## config.mk

```make
export PLATFORM = sky130hd
export DESIGN_NAME = spmi_capture_ctrl
export DESIGN_NICKNAME = d
export VERILOG_FILES = /design/src/rtl/spmi_capture_ctrl.sv
export SDC_FILE = /design/constraint.sdc
export NUM_CORES = 1
export LEC_CHECK = 0
export BUFFER_PORTS_ARGS = -buffer_cell sky130_fd_sc_hd__buf_2
export CELL_PAD_IN_SITES_DETAIL_PLACEMENT = 1
export CELL_PAD_IN_SITES_GLOBAL_PLACEMENT = 2
export CORE_AREA = 2 2 133 160
export CTS_BUF_LIST = sky130_fd_sc_hd__clkbuf_4
export DETAILED_ROUTE_END_ITERATION = 10
export DIE_AREA = 0 0 135 162
export PLACE_DENSITY = 0.8
export SLEW_MARGIN = 20
export SYNTH_ARGS = -nofsm -noshare
export SYNTH_HDL_FRONTEND = slang
export SYNTH_SLANG_ARGS = --single-unit
```

## constraint.sdc

```tcl
create_clock -name sysclk -period 3.2 [get_ports sysclk]
set_clock_uncertainty 0.1 [all_clocks]
set_input_delay 0.16 -clock sysclk [delete_from_list [all_inputs] [get_ports sysclk]]
set_output_delay 0.16 -clock sysclk [all_outputs]
set_load 0.01 [all_outputs]
```

## src/rtl/spmi_capture_ctrl.sv

```systemverilog
// SPMI packet capture controller: trigger match, bounded capture into a show-ahead FIFO.
// Optional macro SPMI_TRIGGER_EN enables the masked trigger compare; otherwise any packet triggers.
module spmi_capture_ctrl #(
  parameter int DEPTH_LOG2 = 3
) (
  input  logic                  sysclk,
  input  logic                  reset_n,
  input  logic                  arm,
  input  logic                  abort,
  input  logic [7:0]            cap_limit,
  input  logic [15:0]           trig_val,
  input  logic [15:0]           trig_mask,
  input  logic [15:0]           pkt_in,
  input  logic                  pkt_valid,
  output logic                  pkt_fetched,
  input  logic                  pkt_overflow,
  input  logic                  rd_en,
  output logic [15:0]           rd_data,
  output logic                  rd_empty,
  output logic [DEPTH_LOG2:0]   fifo_count,
  output logic [7:0]            drop_cnt,
  output logic [1:0]            state,
  output logic                  lost
);

  localparam int DEPTH = 2 ** DEPTH_LOG2;
  localparam logic [DEPTH_LOG2:0]   C_FULL    = (DEPTH_LOG2 + 1)'(DEPTH);
  localparam logic [DEPTH_LOG2:0]   C_CNT_ONE = (DEPTH_LOG2 + 1)'(1'b1);
  localparam logic [DEPTH_LOG2-1:0] C_PTR_ONE = DEPTH_LOG2'(1'b1);

  typedef enum logic [1:0] {
    ST_IDLE    = 2'd0,
    ST_ARMED   = 2'd1,
    ST_CAPTURE = 2'd2,
    ST_DONE    = 2'd3
  } state_t;

  state_t                  r_state;
  state_t                  w_state_nxt;
  logic                    r_fetched;
  logic [7:0]              r_cap_cnt;
  logic [7:0]              w_cap_nxt;
  logic [7:0]              r_drop;
  logic                    r_lost;
  logic [15:0]             r_mem [DEPTH];
  logic [DEPTH_LOG2-1:0]   r_wptr;
  logic [DEPTH_LOG2-1:0]   r_rptr;
  logic [DEPTH_LOG2:0]     r_count;

  logic w_fetch;
  logic w_arm;
  logic w_match;
  logic w_wr;
  logic w_pop;
  logic w_full;
  logic w_wr_ok;
  logic w_drop;

  assign w_fetch = pkt_valid & ~r_fetched;
  // abort has priority: arm together with abort neither flushes nor re-arms
  assign w_arm   = arm & ~abort;

`ifdef SPMI_TRIGGER_EN
  assign w_match = ((pkt_in ^ trig_val) & trig_mask) == 16'h0000;
`else
  logic w_unused_trig;
  assign w_unused_trig = ^{trig_val, trig_mask};
  assign w_match = 1'b1;
`endif

  assign w_full  = (r_count == C_FULL);
  assign w_pop   = rd_en & (r_count != {(DEPTH_LOG2 + 1){1'b0}}) & ~w_arm;
  assign w_wr_ok = w_wr & (~w_full | w_pop);
  assign w_drop  = w_wr & w_full & ~w_pop;

  // Next-state and capture-count decode
  always_comb begin
    w_state_nxt = r_state;
    w_cap_nxt   = r_cap_cnt;
    w_wr        = 1'b0;
    if (abort) begin
      w_state_nxt = ST_IDLE;
    end else if (arm) begin
      w_state_nxt = ST_ARMED;
      w_cap_nxt   = 8'd0;
    end else begin
      case (r_state)
        ST_ARMED: begin
          if (w_fetch && w_match) begin
            w_wr        = 1'b1;
            w_cap_nxt   = 8'd1;
            w_state_nxt = (cap_limit == 8'd1) ? ST_DONE : ST_CAPTURE;
          end else begin
            w_state_nxt = ST_ARMED;
          end
        end
        ST_CAPTURE: begin
          if (w_fetch) begin
            w_wr      = 1'b1;
            w_cap_nxt = r_cap_cnt + 8'd1;
            if ((cap_limit != 8'd0) && (w_cap_nxt == cap_limit)) begin
              w_state_nxt = ST_DONE;
            end else begin
              w_state_nxt = ST_CAPTURE;
            end
          end else begin
            w_state_nxt = ST_CAPTURE;
          end
        end
        default: begin
          w_state_nxt = r_state;
        end
      endcase
    end
  end

  // State, fetch handshake and capture count
  always_ff @(posedge sysclk or negedge reset_n) begin
    if (!reset_n) begin
      r_state   <= ST_IDLE;
      r_fetched <= 1'b0;
      r_cap_cnt <= 8'd0;
    end else begin
      r_state   <= w_state_nxt;
      r_fetched <= w_fetch;
      r_cap_cnt <= w_cap_nxt;
    end
  end

  // FIFO pointers, occupancy and saturating drop counter
  always_ff @(posedge sysclk or negedge reset_n) begin
    if (!reset_n) begin
      r_wptr  <= {DEPTH_LOG2{1'b0}};
      r_rptr  <= {DEPTH_LOG2{1'b0}};
      r_count <= {(DEPTH_LOG2 + 1){1'b0}};
      r_drop  <= 8'd0;
    end else if (w_arm) begin
      r_wptr  <= {DEPTH_LOG2{1'b0}};
      r_rptr  <= {DEPTH_LOG2{1'b0}};
      r_count <= {(DEPTH_LOG2 + 1){1'b0}};
      r_drop  <= 8'd0;
    end else begin
      if (w_wr_ok) begin
        r_wptr <= r_wptr + C_PTR_ONE;
      end
      if (w_pop) begin
        r_rptr <= r_rptr + C_PTR_ONE;
      end
      case ({w_wr_ok, w_pop})
        2'b10:   r_count <= r_count + C_CNT_ONE;
        2'b01:   r_count <= r_count - C_CNT_ONE;
        default: r_count <= r_count;
      endcase
      if (w_drop && (r_drop != 8'hFF)) begin
        r_drop <= r_drop + 8'd1;
      end
    end
  end

  // Storage array; stale words are hidden by the empty gating on rd_data
  always_ff @(posedge sysclk) begin
    if (w_wr_ok) begin
      r_mem[r_wptr] <= pkt_in;
    end
  end

  // Sticky overflow flag, cleared only by arm or reset
  always_ff @(posedge sysclk or negedge reset_n) begin
    if (!reset_n) begin
      r_lost <= 1'b0;
    end else if (w_arm) begin
      r_lost <= 1'b0;
    end else if (pkt_overflow && ((r_state == ST_ARMED) || (r_state == ST_CAPTURE))) begin
      r_lost <= 1'b1;
    end
  end

  assign pkt_fetched = r_fetched;
  assign rd_empty    = (r_count == {(DEPTH_LOG2 + 1){1'b0}});
  assign rd_data     = rd_empty ? 16'h0000 : r_mem[r_rptr];
  assign fifo_count  = r_count;
  assign drop_cnt    = r_drop;
  assign state       = r_state;
  assign lost        = r_lost;

endmodule

```

---- Word level (Yosys, flattened, before mapping) ----
Memories as Yosys holds them, arrays and structs flattened.
Cells that the tools add are included.
word-level totals
  bits of input ports ..................... 63
  output and inout bits ................... 33
  logic and storage cells ................. 82
  bits in registers ....................... 30
  bits in writable memories ............... 128
  memories kept ........................... 1
memories
  memory  words  width  rd ports  clocked after memory_dff  wr ports  line  source
  r_mem   8      16     1         0                         1         45    logic [15:0] r_mem [DEPTH];
operators by class
  equality and inequality tests ........... 10
  bitwise operators ....................... 13
  muxes and demuxes ....................... 28
  reductions and logical operators ........ 16
  add/sub/neg operators ................... 6
operators with widths
  operator             number
  $mux 8               5
  $add 8x1->8 const B  2
  $mux 16              1
  $pmux 8 s2           1
  $mux 3               4
  $mux 1               10
  $eq 8x1->1 const B   1
  $eq 8x8->1           1
  $mux 2               4
  $ne 8x8->1 const B   1
  $pmux 4 s2           1
  $reduce_bool 2->1    4
  $reduce_bool 4->1    2
  $reduce_bool 8->1    1
  $and 1x1->1          7
  $add 3x1->3 const B  2
  $ne 3x3->1 const B   2
  $reduce_bool 3->1    2
  $not 1->1            5
  $add 4x1->4 const B  1
  $eq 2x1->1 const B   2
  $eq 2x2->1 const B   2
  $eq 4x4->1 const B   1
  $logic_not 4->1      1
  8 further kinds      10

---- Depth between registers and ports, before layout ----
Gate-level depths: netlist of run 1.
  depth in word-level cells ............... 11
  depth in mapped cells ................... 12
  mapped depth without buffers ............ 11

---- Worst setup path before layout of run 1 ----
OpenSTA, ideal clock, no wires.
  path kind ............................... register to register
  start point ............................. register r_state[0] (netlist: state[0])
  end point ............................... memory r_mem[0][0], enable pin
  clock period less this slack ............ 3200 ps
  path buffers ............................ 0
  setup time .............................. 409 ps
  data arrival time ....................... 2691 ps
  slack ................................... 0 ps
  data required time ...................... 2691 ps
  cell stages (with the launch flop) ...... 6
  cell sequence ........................... dfrtp_1 -> inv_1 -> ha_1 -> a2111oi_2 -> nand2b_1 -> nor3_1
on the way
  longest elaborated chain between the ends .. 8
  elaborated cells between the ends (all ways) .. 9
  classes of those cells .................. eq/ne (2); mux (5); bitwise (1); reduce/logical (1)
RTL lines
  item                                             line  source
  from (decl)                                      38    state_t r_state;
  from (signal assigned)                           124   r_state <= w_state_nxt;
  $eq 2x1->1 / $eq 2x2->1 (equally long branches)  87    case (r_state)
  $reduce_or 2->1 (no source line) *               n/a
  $mux 1 *                                         n/a
  $mux 1 *                                         83    end else if (arm) begin
  $mux 1 *                                         81    if (abort) begin
  $and 1x1->1 *                                    73    assign w_wr_ok = w_wr & (~w_full | w_pop);
  $mux 1 *                                         162   if (w_wr_ok) begin
  $mux 1 (not written as such) *                   163   r_mem[r_wptr] <= pkt_in;
  to (decl)                                        45
Every way passes the cells marked *; elsewhere a longest branch is shown, timed or not.

---- Worst setup path after layout of run 1 ----
  start point ............................. register r_fetched (netlist: pkt_fetched)
  end point ............................... register r_count[3] (netlist: fifo_count[3])
on the way
  longest elaborated chain between the ends .. 10
  elaborated cells between the ends (all ways) .. 12
  classes of those cells .................. eq/ne (2); mux (6); bitwise (3); reduce/logical (1)
RTL lines
  item                                             line    source
  from (decl)                                      40      logic r_fetched;
  from (signal assigned)                           125     r_fetched <= w_fetch;
  $not 1->1 *                                      59      assign w_fetch = pkt_valid & ~r_fetched;
  $and 1x1->1 *                                    59
  $mux 1 *                                         89, 98
  $mux 1 *                                         n/a
  $mux 1 *                                         83
  $mux 1 *                                         81
  $and 1x1->1 *                                    73
  $eq 2x1->1 / $eq 2x2->1 (equally long branches)  149     case ({w_wr_ok, w_pop})
  $pmux 4 s2                                       149
  $mux 4                                           137     end else if (w_arm) begin
  to (signal assigned)                             140     r_count <= {(DEPTH_LOG2 + 1){1'b0}};
  to (signal assigned)                             150     2'b10: r_count <= r_count + C_CNT_ONE;
  to (signal assigned)                             151     2'b01: r_count <= r_count - C_CNT_ONE;
  to (decl)                                        48      logic [DEPTH_LOG2:0] r_count;
Marked as above.
A chain may end at the register's enable or synchronous reset.

==> impl_metrics.env, run 1 <==
export IMPL_drv_slew=0
export IMPL_ys_async_sr_fraction_pct=19.0
export IMPL_fmax_ghz=0.342
export IMPL_clock_latency_ps=540
export IMPL_cts_buffers=17
export IMPL_peakVddDrop_v=0.000256
export IMPL_htreeDepth=4
export IMPL_endpoint_kind="flop"
export IMPL_min_period_ps=2920
export IMPL_hold_depth=4
export IMPL_ios=96
export IMPL_hp_class="input port to flop"
export IMPL_critPathMaxFanout=7
export IMPL_grt_antenna_before_repair=0
export IMPL_cts_resized_gates=0
export IMPL_drcViolationCount=0
export IMPL_grt_total_usage_pct=14.7
export IMPL_yosys_warnings=0
export IMPL_io_buffers=63
export IMPL_leakage_uw=0.00286
export IMPL_cts_root_buf="clkbuf_4"
export IMPL_cts_sinks=158
export IMPL_critPathSlowestCell="dfrtp_1"
export IMPL_final_antenna_net_count=0
export IMPL_num_nets_final=600
export IMPL_row_count=57
export IMPL_finalHoldViolations=0
export IMPL_synth_seq_area_share_pct=67.5
export IMPL_firstDrtPassIters=4
export IMPL_cp_data_arrival_time_ps=3300
export IMPL_cp_start_kind="flop"
export IMPL_syn_cell_area_um2=6800
export IMPL_globalplace_congestion=0.786
export IMPL_cts_hold_buf=24
export IMPL_start_util_pct=33.6
export IMPL_drtIter0Drc=121
export IMPL_grt_max_degree=31
export IMPL_ys_types=51
export IMPL_hp_start="cap_limit[7]"
export IMPL_wl_per_cell_um=18.5
export IMPL_via_count=4061
export IMPL_slowest_delay_ps=440
export IMPL_via_per_inst=5.04
export IMPL_slew_headroom_pct=51.3
export IMPL_final_cell_mix="128 x edfxtp_1, 63 x buf_2, 37 x nor2_1"
export IMPL_area_delta_synth_final_pct=18.5
export IMPL_crit_type="flop to flop"
export IMPL_r2r_cells=10
export IMPL_clk_pin_slew_ps=140
export IMPL_rrSetupSlack_ps=280
export IMPL_syn_num_nets=497
export IMPL_cts_tree="done"
export IMPL_die_area_um2=21900
export IMPL_synth_cells=425
export IMPL_fillers=2140
export IMPL_crit_chain="or3b_4 > or3_1 > nand3_1 > nor2_1 > ha_1 > a21o_1 > a21oi_1 > nand4_1 > a21o_1 > a21oi_1"
export IMPL_fin_ws_ps=277
export IMPL_setup_violations=0
export IMPL_synth_area_per_cell_um2=16.0
export IMPL_grt_pass1_vias=4521
export IMPL_cts_setup_buffers=0
export IMPL_min_period_over_period_pct=91.4
export IMPL_power_density_nw_per_um2=640
export IMPL_worst_pin_slew_ps=730
export IMPL_drt_wl_total_um=14900
export IMPL_synth_edf_count=128
export IMPL_clockBufferDepth=2
export IMPL_cap_viol_max_count=0
export IMPL_cp_required_ps=3580
export IMPL_die_y_um=162
export IMPL_overflow=0
export IMPL_die_w_um=135
export IMPL_core_area_um2=20300
export IMPL_num_antenna_cells=0
export IMPL_timing_hold_ws_ps=60.6
export IMPL_post_place_ws_ps=321
export IMPL_reg2reg_to="fifo_count[3]$_DFFE_PN0P_"
export IMPL_ys_flop_type="edfxtp_1"
export IMPL_min_to="state[0]$_DFFE_PN0P_"
export IMPL_ys_seq_elements=158
export IMPL_grt_pass1_wl_um=24400
export IMPL_drive_above_1_share_pct=27.7
export IMPL_final_common_cell="edfxtp_1"
export IMPL_rsz0062_at_grt="false"
export IMPL_setup_tns_final_ps=0
export IMPL_outcome="finished clean"
export IMPL_hpwl_um=9780
export IMPL_reg2reg_from="pkt_fetched$_DFF_PN0_"
==> worst max path at each step <==
stage                                from                   endpoint  slack [ps]
CTS                 pkt_fetched$_DFF_PN0_  fifo_count[3]$_DFFE_PN0P_         280
global placement    pkt_fetched$_DFF_PN0_  fifo_count[3]$_DFFE_PN0P_         410
floorplan            state[0]$_DFFE_PN0P_      r_mem[0][0]$_DFFE_PP_         0.2
global route        pkt_fetched$_DFF_PN0_  fifo_count[3]$_DFFE_PN0P_         110
detailed placement  pkt_fetched$_DFF_PN0_  fifo_count[3]$_DFFE_PN0P_         320
finish              pkt_fetched$_DFF_PN0_  fifo_count[3]$_DFFE_PN0P_         280
==> cell families (layout without fill, tap and decap cells) <==
group	Yosys count	count (layout)	synth area share [%]
AO/OA/AOI/OAI	51	51	4.78
XOR/XNOR	16	16	2.28
adder cells (fa/ha/maj)	9	9	1.77
buffers and inverters	28	144	1.62
flip-flops	158	158	67.5
multiplexers	54	54	13.9
AND/OR/NAND/NOR	109	109	8.15
==> registers in the layout (all words and copies together), names as in the netlist <==
name,flops
drop_cnt,8
fifo_count,4
lost,1
pkt_fetched,1
r_cap_cnt,8
r_mem,128
r_rptr,3
r_wptr,3
state,2
==> worst max-delay path: cells and delay by family (launching register included) <==
family	cells	cell delay, ps
and+or+nand+nor	5	1260
AOI/OAI and AO/OA	4	780
DFF	1	440
adders and majority gates	1	280
==> routing by layer <==
layer | track usage, % | wire [um] | vias to the layer above
met3 | 3.81 | 519 | 12
li1 | - | - | 1862
met4 | 3.55 | 125 | 0
met2 | 26.9 | 8030 | 77
met5 | 0 | 0 | -
met1 | 17.2 | 6260 | 2110
==> report_power, final <==
| part | leakage, uW | switching, uW | total, uW | internal (uW) |
|---|---|---|---|---|
| sequential | 0.00155 | 116 | 2390 | 2280 |
| combinational | 0.00115 | 766 | 1520 | 754 |
| clock | 0.000163 | 755 | 1250 | 493 |
==> per-stage QoR <==
step,cells,util [%],power [uW],instance area (um2)
after global placement,750,37.1,3920,7520
after global routing,806,39.8,5490,8060
after detailed placement,750,37.1,3970,7520
after CTS,806,39.8,5260,8060
after floorplan,425,-,3440,6800
final,806,39.8,5160,8060
==> cell type report <==
cell class,count,area (um2),area share (%)
tap,265,332,4.11
clock inverter,15,174,2.16
inverter,9,33.8,0.419
clock buffer,17,128,1.58
multi-input combinational,239,2110,26.2
timing repair buffer,103,688,8.54
sequential,158,4600,57.0
==> cells in the mapped netlist, types with 2 or more instances <==
master | n | area (um2)
xor2_1 | 7 | 61.3
a21o_1 | 3 | 22.5
a2111oi_0 | 2 | 17.5
and2_1 | 3 | 18.8
nor4b_1 | 2 | 17.5
nand3_1 | 12 | 60.1
mux2i_1 | 20 | 200
ha_1 | 8 | 100
clkbuf_1 | 13 | 48.8
xnor2_1 | 8 | 70.1
nor2_1 | 37 | 139
inv_1 | 8 | 30.0
mux2_1 | 2 | 22.5
nor3b_1 | 3 | 22.5
o21ai_0 | 14 | 70.1
nand2_1 | 15 | 56.3
nand4_1 | 4 | 25.0
nor3_1 | 6 | 30.0
or3_1 | 7 | 43.8
a21oi_1 | 15 | 75.1
nand2b_1 | 5 | 31.3
nor2b_1 | 6 | 37.5
a31oi_1 | 3 | 18.8
dfrtp_1 | 30 | 751
o31ai_1 | 4 | 30.0
edfxtp_1 | 128 | 3840
buf_1 | 2 | 7.51
buf_2 | 4 | 20.0
mux4_2 | 32 | 721
Note: power is estimated with default switching activity, not from simulation.
==> inputs of run 2 (changes only) <==
--- a/config.mk
+++ b/config.mk
@@ -8,11 +8,11 @@
 export BUFFER_PORTS_ARGS = -buffer_cell sky130_fd_sc_hd__buf_2
 export CELL_PAD_IN_SITES_DETAIL_PLACEMENT = 1
 export CELL_PAD_IN_SITES_GLOBAL_PLACEMENT = 2
-export CORE_AREA = 2 2 133 160
+export CORE_AREA = 2 2 141 170
 export CTS_BUF_LIST = sky130_fd_sc_hd__clkbuf_4
 export DETAILED_ROUTE_END_ITERATION = 10
-export DIE_AREA = 0 0 135 162
-export PLACE_DENSITY = 0.8
+export DIE_AREA = 0 0 143 172
+export PLACE_DENSITY = 0.74
 export SLEW_MARGIN = 20
 export SYNTH_ARGS = -nofsm -noshare
 export SYNTH_HDL_FRONTEND = slang
==> run 2 against run 1 <==
Compared with the run above:
- sequential share of layout area decreased by 0.34 points
- global-route usage decreased by 1.6 points
- clock power about the same
- cell count increased by 6.0%
- maximum frequency decreased by 1.6%
- hold slack improved by 27 ps
- flip-flop and latch count unchanged
- core utilization decreased by 4.5 points
- combinational power increased by 3%
- first-iteration DRC count increased by 93%
- non-clock buffer count decreased by 2
- routed wire length increased by 1.4%
==> impl_metrics.env, run 2 (synthesis results as in run 1) <==
export IMPL_via_count=4029
export IMPL_wl_per_cell_um=17.7
export IMPL_min_period_over_period_pct=92.8
export IMPL_outcome="finished clean"
export IMPL_reg2reg_to="fifo_count[3]$_DFFE_PN0P_"
export IMPL_p_int_uw=3520
export IMPL_drt_wl_total_um=15100
export IMPL_num_nets_final=598
export IMPL_cts_hold_buf=24
export IMPL_r2r_cells=10
export IMPL_io_buffers=63
export IMPL_setup_violations=0
export IMPL_rsz0062_at_grt="false"
export IMPL_final_area_um2=8110
export IMPL_firstDrtPassIters=4
export IMPL_finalPower_uw=5190
export IMPL_post_place_ws_ps=243
export IMPL_drcViolationCount=0
export IMPL_clk_pin_slew_ps=150
export IMPL_top_register="r_mem"
export IMPL_min_period_ps=2970
export IMPL_final_antenna_net_count=0
export IMPL_cp_data_arrival_time_ps=3340
export IMPL_dr_wl_met2_um=7960
export IMPL_via_per_inst=4.72
export IMPL_row_count=61
export IMPL_wl_met3_um=548
export IMPL_drive_above_1_share_pct=27.5
export IMPL_crit_chain="or3b_4 > or3_1 > nand3_1 > nor2_1 > ha_1 > a21o_1 > a21oi_1 > nand4_1 > a21o_1 > a21oi_1"
export IMPL_critPathSlowestCell="or3b_4"
export IMPL_die_area_um2=24600
export IMPL_drv_slew=0
export IMPL_cts_resized_gates=0
export IMPL_finalHoldViolations=0
export IMPL_critical_path_startpoint="pkt_fetched$_DFF_PN0_"
export IMPL_largest_reg_flops=128
export IMPL_power_density_nw_per_um2=640
export IMPL_grt_antenna_before_repair=0
export IMPL_reg2reg_from="pkt_fetched$_DFF_PN0_"
export IMPL_top_layer="met4"
export IMPL_leakage_uw=0.00285
export IMPL_p_sw_uw=1660
export IMPL_cp_start_kind="flop"
export IMPL_cts_tree="done"
export IMPL_final_core_util_pct=35.3
export IMPL_worstSetupEndpoint="fifo_count[3]$_DFFE_PN0P_"
export IMPL_peakVddDrop_v=0.000328
export IMPL_power_frac_clock_pct=24.4
export IMPL_grt_total_usage_pct=13.1
export IMPL_slowest_delay_ps=440
export IMPL_ios=96
export IMPL_final_cell_mix="128 x edfxtp_1, 63 x buf_2, 37 x nor2_1"
export IMPL_globalplace_congestion=0.762
export IMPL_core_area_um2=23000
export IMPL_critPathMaxFanout=7
export IMPL_wl_met1_um=6490
export IMPL_cts_root_buf="clkbuf_4"
export IMPL_grt_pass1_wl_um=24200
export IMPL_fmax_ghz=0.337
export IMPL_cts_sinks=158
export IMPL_endpoint_kind="flop"
export IMPL_die_w_um=143
export IMPL_switching_share_pct=32.1
export IMPL_grt_max_degree=33
export IMPL_die_y_um=172
export IMPL_rrSetupSlack_ps=230
export IMPL_cts_buffers=17
export IMPL_cap_viol_max_count=0
export IMPL_fin_ws_ps=231
export IMPL_crit_type="flop to flop"
export IMPL_hpwl_um=9580
export IMPL_num_antenna_cells=0
export IMPL_hp_class="input port to asynchronous set/reset pin"
export IMPL_overflow=0
export IMPL_clockBufferDepth=2
export IMPL_grt_pass1_vias=4457
export IMPL_fillers=2416
export IMPL_seq_power_share_pct=45.4
export IMPL_start_util_pct=29.6
export IMPL_drtIter0Drc=233
export IMPL_htreeDepth=4
export IMPL_clock_latency_ps=540
export IMPL_slew_headroom_pct=51.0
export IMPL_placed_area_um2=7560
export IMPL_cts_setup_buffers=0
export IMPL_final_common_cell="edfxtp_1"
export IMPL_setup_tns_final_ps=0
export IMPL_worst_pin_slew_ps=735
export IMPL_combPwrFrac_pct=30.2
export IMPL_cp_required_ps=3570
export IMPL_area_delta_synth_final_pct=19.2
==> run 2: area by class of cell <==
class	count	area [um2]	area share, %
flip-flops and latches	158	4600	56.7
multi-input cells	239	2110	26.0
repair buffers	101	673	8.30
well taps	315	394	4.86
clock inverters	15	175	2.16
clock buffers	17	128	1.57
inverters	9	33.8	0.417
==> run 2: worst min-delay path by stage <==
stage	endpoint	slack, ps	depth (start not counted)
after floorplan	drop_cnt[0]$_DFFE_PN0P_	-240	0
after global placement	drop_cnt[3]$_DFFE_PN0P_	160	1
after detailed placement	drop_cnt[1]$_DFFE_PN0P_	180	1
after CTS	state[0]$_DFFE_PN0P_	9	4
after global routing	state[0]$_DFFE_PN0P_	60	4
final	drop_cnt[0]$_DFFE_PN0P_	90	2
==> run 2: per-stage QoR <==
step | hold slack (ps) | std cells
after CTS | 9.03 | 854
after global routing | 55.9 | 854
after global placement | 161 | 798
final | 87.7 | 854
after floorplan | -236 | 425
after detailed placement | 178 | 798
==> run 2: routing by layer <==
metal	vias to the layer above	track usage, %
met2	80	23.4
li1	1854	-
met1	2083	15.5
met4	0	3.66
met3	12	3.32
met5	-	0
==> run 2: power groups by stage <==
stage | logic, uW | registers [uW] | clock network [uW]
after floorplan | 1060 | 2380 | 0
after global placement | 1530 | 2400 | 0
after detailed placement | 1580 | 2400 | 0
after CTS | 1610 | 2360 | 1320
after global routing | 1730 | 2370 | 1400
final | 1560 | 2350 | 1270
==> run 2: worst max-delay path, delay by kind of cell (launching register included) <==
kind | cells | cell delay [ps]
AND/OR/NAND/NOR | 5 | 1260
flip-flops | 1 | 430
adder cells (fa/ha/maj) | 1 | 280
AO/OA/AOI/OAI | 4 | 840
==> inputs of run 3 (changes only) <==
--- a/config.mk
+++ b/config.mk
@@ -13,6 +13,7 @@
 export DETAILED_ROUTE_END_ITERATION = 10
 export DIE_AREA = 0 0 143 172
 export PLACE_DENSITY = 0.74
+export SKIP_LAST_GASP = 1
 export SLEW_MARGIN = 20
 export SYNTH_ARGS = -nofsm -noshare
 export SYNTH_HDL_FRONTEND = slang
==> constraint.sdc (replaced) <==
create_clock -name sysclk -period 3.2 [get_ports sysclk]
set_clock_uncertainty 0.1 [all_clocks]
set_input_delay 0.16 -clock sysclk [delete_from_list [all_inputs] [get_ports sysclk]]
set_output_delay 0.16 -clock sysclk [all_outputs]
set_load 0.1 [all_outputs]
==> run 3 against run 2 <==
Compared with the run above:
- maximum frequency fell by 3.5%
- sequential power hardly changed
- flip-flop and latch count unchanged
- sequential share of layout area fell by 0.11 points
- critical path type unchanged
- largest power group is now combinational logic
==> impl_metrics.env, run 3 (synthesis results as in run 1) <==
export IMPL_outcome="finished clean"
export IMPL_largest_reg_flops=128
export IMPL_cp_required_ps=3530
export IMPL_grt_max_degree=33
export IMPL_power_density_nw_per_um2=800
export IMPL_wl_per_cell_um=17.6
export IMPL_reg2reg_from="state[0]$_DFFE_PN0P_"
export IMPL_top_register="r_mem"
export IMPL_die_area_um2=24600
export IMPL_drive_above_1_share_pct=29.7
export IMPL_worst_pin_slew_ps=736
export IMPL_num_nets_final=597
export IMPL_final_antenna_net_count=0
export IMPL_grt_pass1_wl_um=23900
export IMPL_min_period_ps=3080
export IMPL_crit_chain="inv_1 > ha_1 > or3_1 > nand3_1 > nor2_1 > ha_1 > a21o_1 > a21oi_1 > nand4_1 > a21o_1 > a21oi_1"
export IMPL_clock_latency_ps=500
export IMPL_setup_tns_final_ps=0
export IMPL_grt_pass1_vias=4456
export IMPL_via_per_inst=4.76
export IMPL_drv_slew=0
export IMPL_clk_pin_slew_ps=140
export IMPL_start_util_pct=29.6
export IMPL_slew_headroom_pct=50.9
export IMPL_core_area_um2=23000
export IMPL_cp_data_arrival_time_ps=3410
export IMPL_post_place_ws_ps=178
export IMPL_peakVddDrop_v=0.000274
export IMPL_hp_start="cap_limit[7]"
export IMPL_grt_total_usage_pct=12.8
export IMPL_cts_buffers=17
export IMPL_htreeDepth=4
export IMPL_row_count=61
export IMPL_globalplace_congestion=0.778
export IMPL_power_frac_clock_pct=16.3
export IMPL_cp_start_kind="flop"
export IMPL_hpwl_um=9630
export IMPL_fin_ws_ps=121
export IMPL_cap_viol_max_count=0
export IMPL_p_int_uw=3420
export IMPL_min_period_over_period_pct=96.2
export IMPL_drcViolationCount=0
export IMPL_io_buffers=63
export IMPL_cts_sinks=158
export IMPL_die_y_um=172
export IMPL_endpoint_kind="flop"
export IMPL_via_count=4069
export IMPL_finalHoldViolations=0
export IMPL_final_common_cell="edfxtp_1"
export IMPL_drt_wl_total_um=15000
export IMPL_critPathSlowestCell="or3_1"
export IMPL_ios=96
export IMPL_setup_violations=0
export IMPL_leakage_uw=0.00280
export IMPL_hold_depth=4
export IMPL_timing_hold_ws_ps=91.3
export IMPL_slowest_delay_ps=500
export IMPL_r2r_cells=11
export IMPL_cts_tree="done"
export IMPL_reg2reg_to="fifo_count[3]$_DFFE_PN0P_"
export IMPL_cts_setup_buffers=0
export IMPL_clockBufferDepth=2
export IMPL_final_cell_mix="128 x edfxtp_1, 63 x buf_2, 32 x mux4_2"
export IMPL_fmax_ghz=0.325
export IMPL_min_to="state[0]$_DFFE_PN0P_"
export IMPL_overflow=0
export IMPL_seq_power_share_pct=36.2
export IMPL_combPwrFrac_pct=47.5
export IMPL_die_w_um=143
export IMPL_drtIter0Drc=189
export IMPL_rsz0062_at_grt="false"
export IMPL_fillers=2401
export IMPL_cts_root_buf="clkbuf_4"
export IMPL_hp_class="input port to flop"
export IMPL_final_core_util_pct=35.4
export IMPL_p_sw_uw=3080
export IMPL_area_delta_synth_final_pct=19.6
export IMPL_critPathMaxFanout=8
export IMPL_grt_antenna_before_repair=1
export IMPL_switching_share_pct=47.4
export IMPL_firstDrtPassIters=4
export IMPL_rrSetupSlack_ps=120
export IMPL_crit_type="flop to flop"
==> run 3: cell types whose count changed in the layout (fill, tap and decap cells not counted), sizes merged <==
cell and change:
diode +1, bufinv -2, buf -1, clkinvlp +2
==> run 3: layout make-up <==
type	instances	area [um2]	share of cell area, %
Clock inverter	15	110	1.35
Timing Repair Buffer	100	678	8.33
Multi-Input combinational cell	239	2180	26.8
Tap cell	315	394	4.84
Sequential cell	158	4600	56.6
Inverter	9	37.5	0.461
Clock buffer	17	128	1.57
Antenna cell	1	2.50	0.0308
==> run 3: how the worst max path moves through the flow <==
stage                              startpoint                   endpoint  slack (ps)  cells after the start
floorplan           fifo_count[1]$_DFFE_PN0P_                rd_data[10]        -180                      6
global placement         state[0]$_DFFE_PN0P_  fifo_count[3]$_DFFE_PN0P_         350                     11
detailed placement       state[0]$_DFFE_PN0P_  fifo_count[3]$_DFFE_PN0P_         180                     11
CTS                 fifo_count[0]$_DFFE_PN0P_                rd_data[10]          70                      6
global route             state[0]$_DFFE_PN0P_  fifo_count[3]$_DFFE_PN0P_          10                     11
finish                   state[0]$_DFFE_PN0P_  fifo_count[3]$_DFFE_PN0P_         120                     11
==> run 3: repair_timing <==
action                                  CTS  global route
endpoints found under the setup margin    0             6
hold endpoints to repair                168             0
hold buffers                             24             0
resized for setup                         0             1
==> run 3: through the flow <==
stage          area (um2)  instances  total power [uW]
2_1_floorplan        6900        425              4950
3_3_place_gp         7650        797              5460
3_5_place_dp         7650        797              5510
4_1_cts              8130        853              6610
5_1_grt              8140        854              6810
6_report             8140        854              6510
==> run 3: power groups by stage <==
stage | logic, uW | registers (uW) | clock network (uW)
after floorplan | 2370 | 2590 | 0
after global placement | 3060 | 2400 | 0
after detailed placement | 3110 | 2400 | 0
after CTS | 3140 | 2360 | 1110
after global routing | 3260 | 2370 | 1180
final | 3090 | 2360 | 1060
==> run 3: critical path, delay by kind of cell, from the launching register on <==
| family | cells | cell delay (ps) |
|---|---|---|
| AND/OR/NAND/NOR | 4 | 880 |
| AO/OA/AOI/OAI | 4 | 860 |
| adder cells (fa/ha/maj) | 2 | 690 |
| flip-flops | 1 | 420 |
| buffers and inverters | 1 | 50 |
==> run 3: routing by layer <==
layer / vias to the layer above / GRT usage (%) / wire length, um
met3: 11 / 3.24 / 496
li1: 1858 / - / -
met5: - / 0 / 0
met4: 0 / 3.06 / 169
met1: 2114 / 15.0 / 6420
met2: 86 / 23.3 / 7920
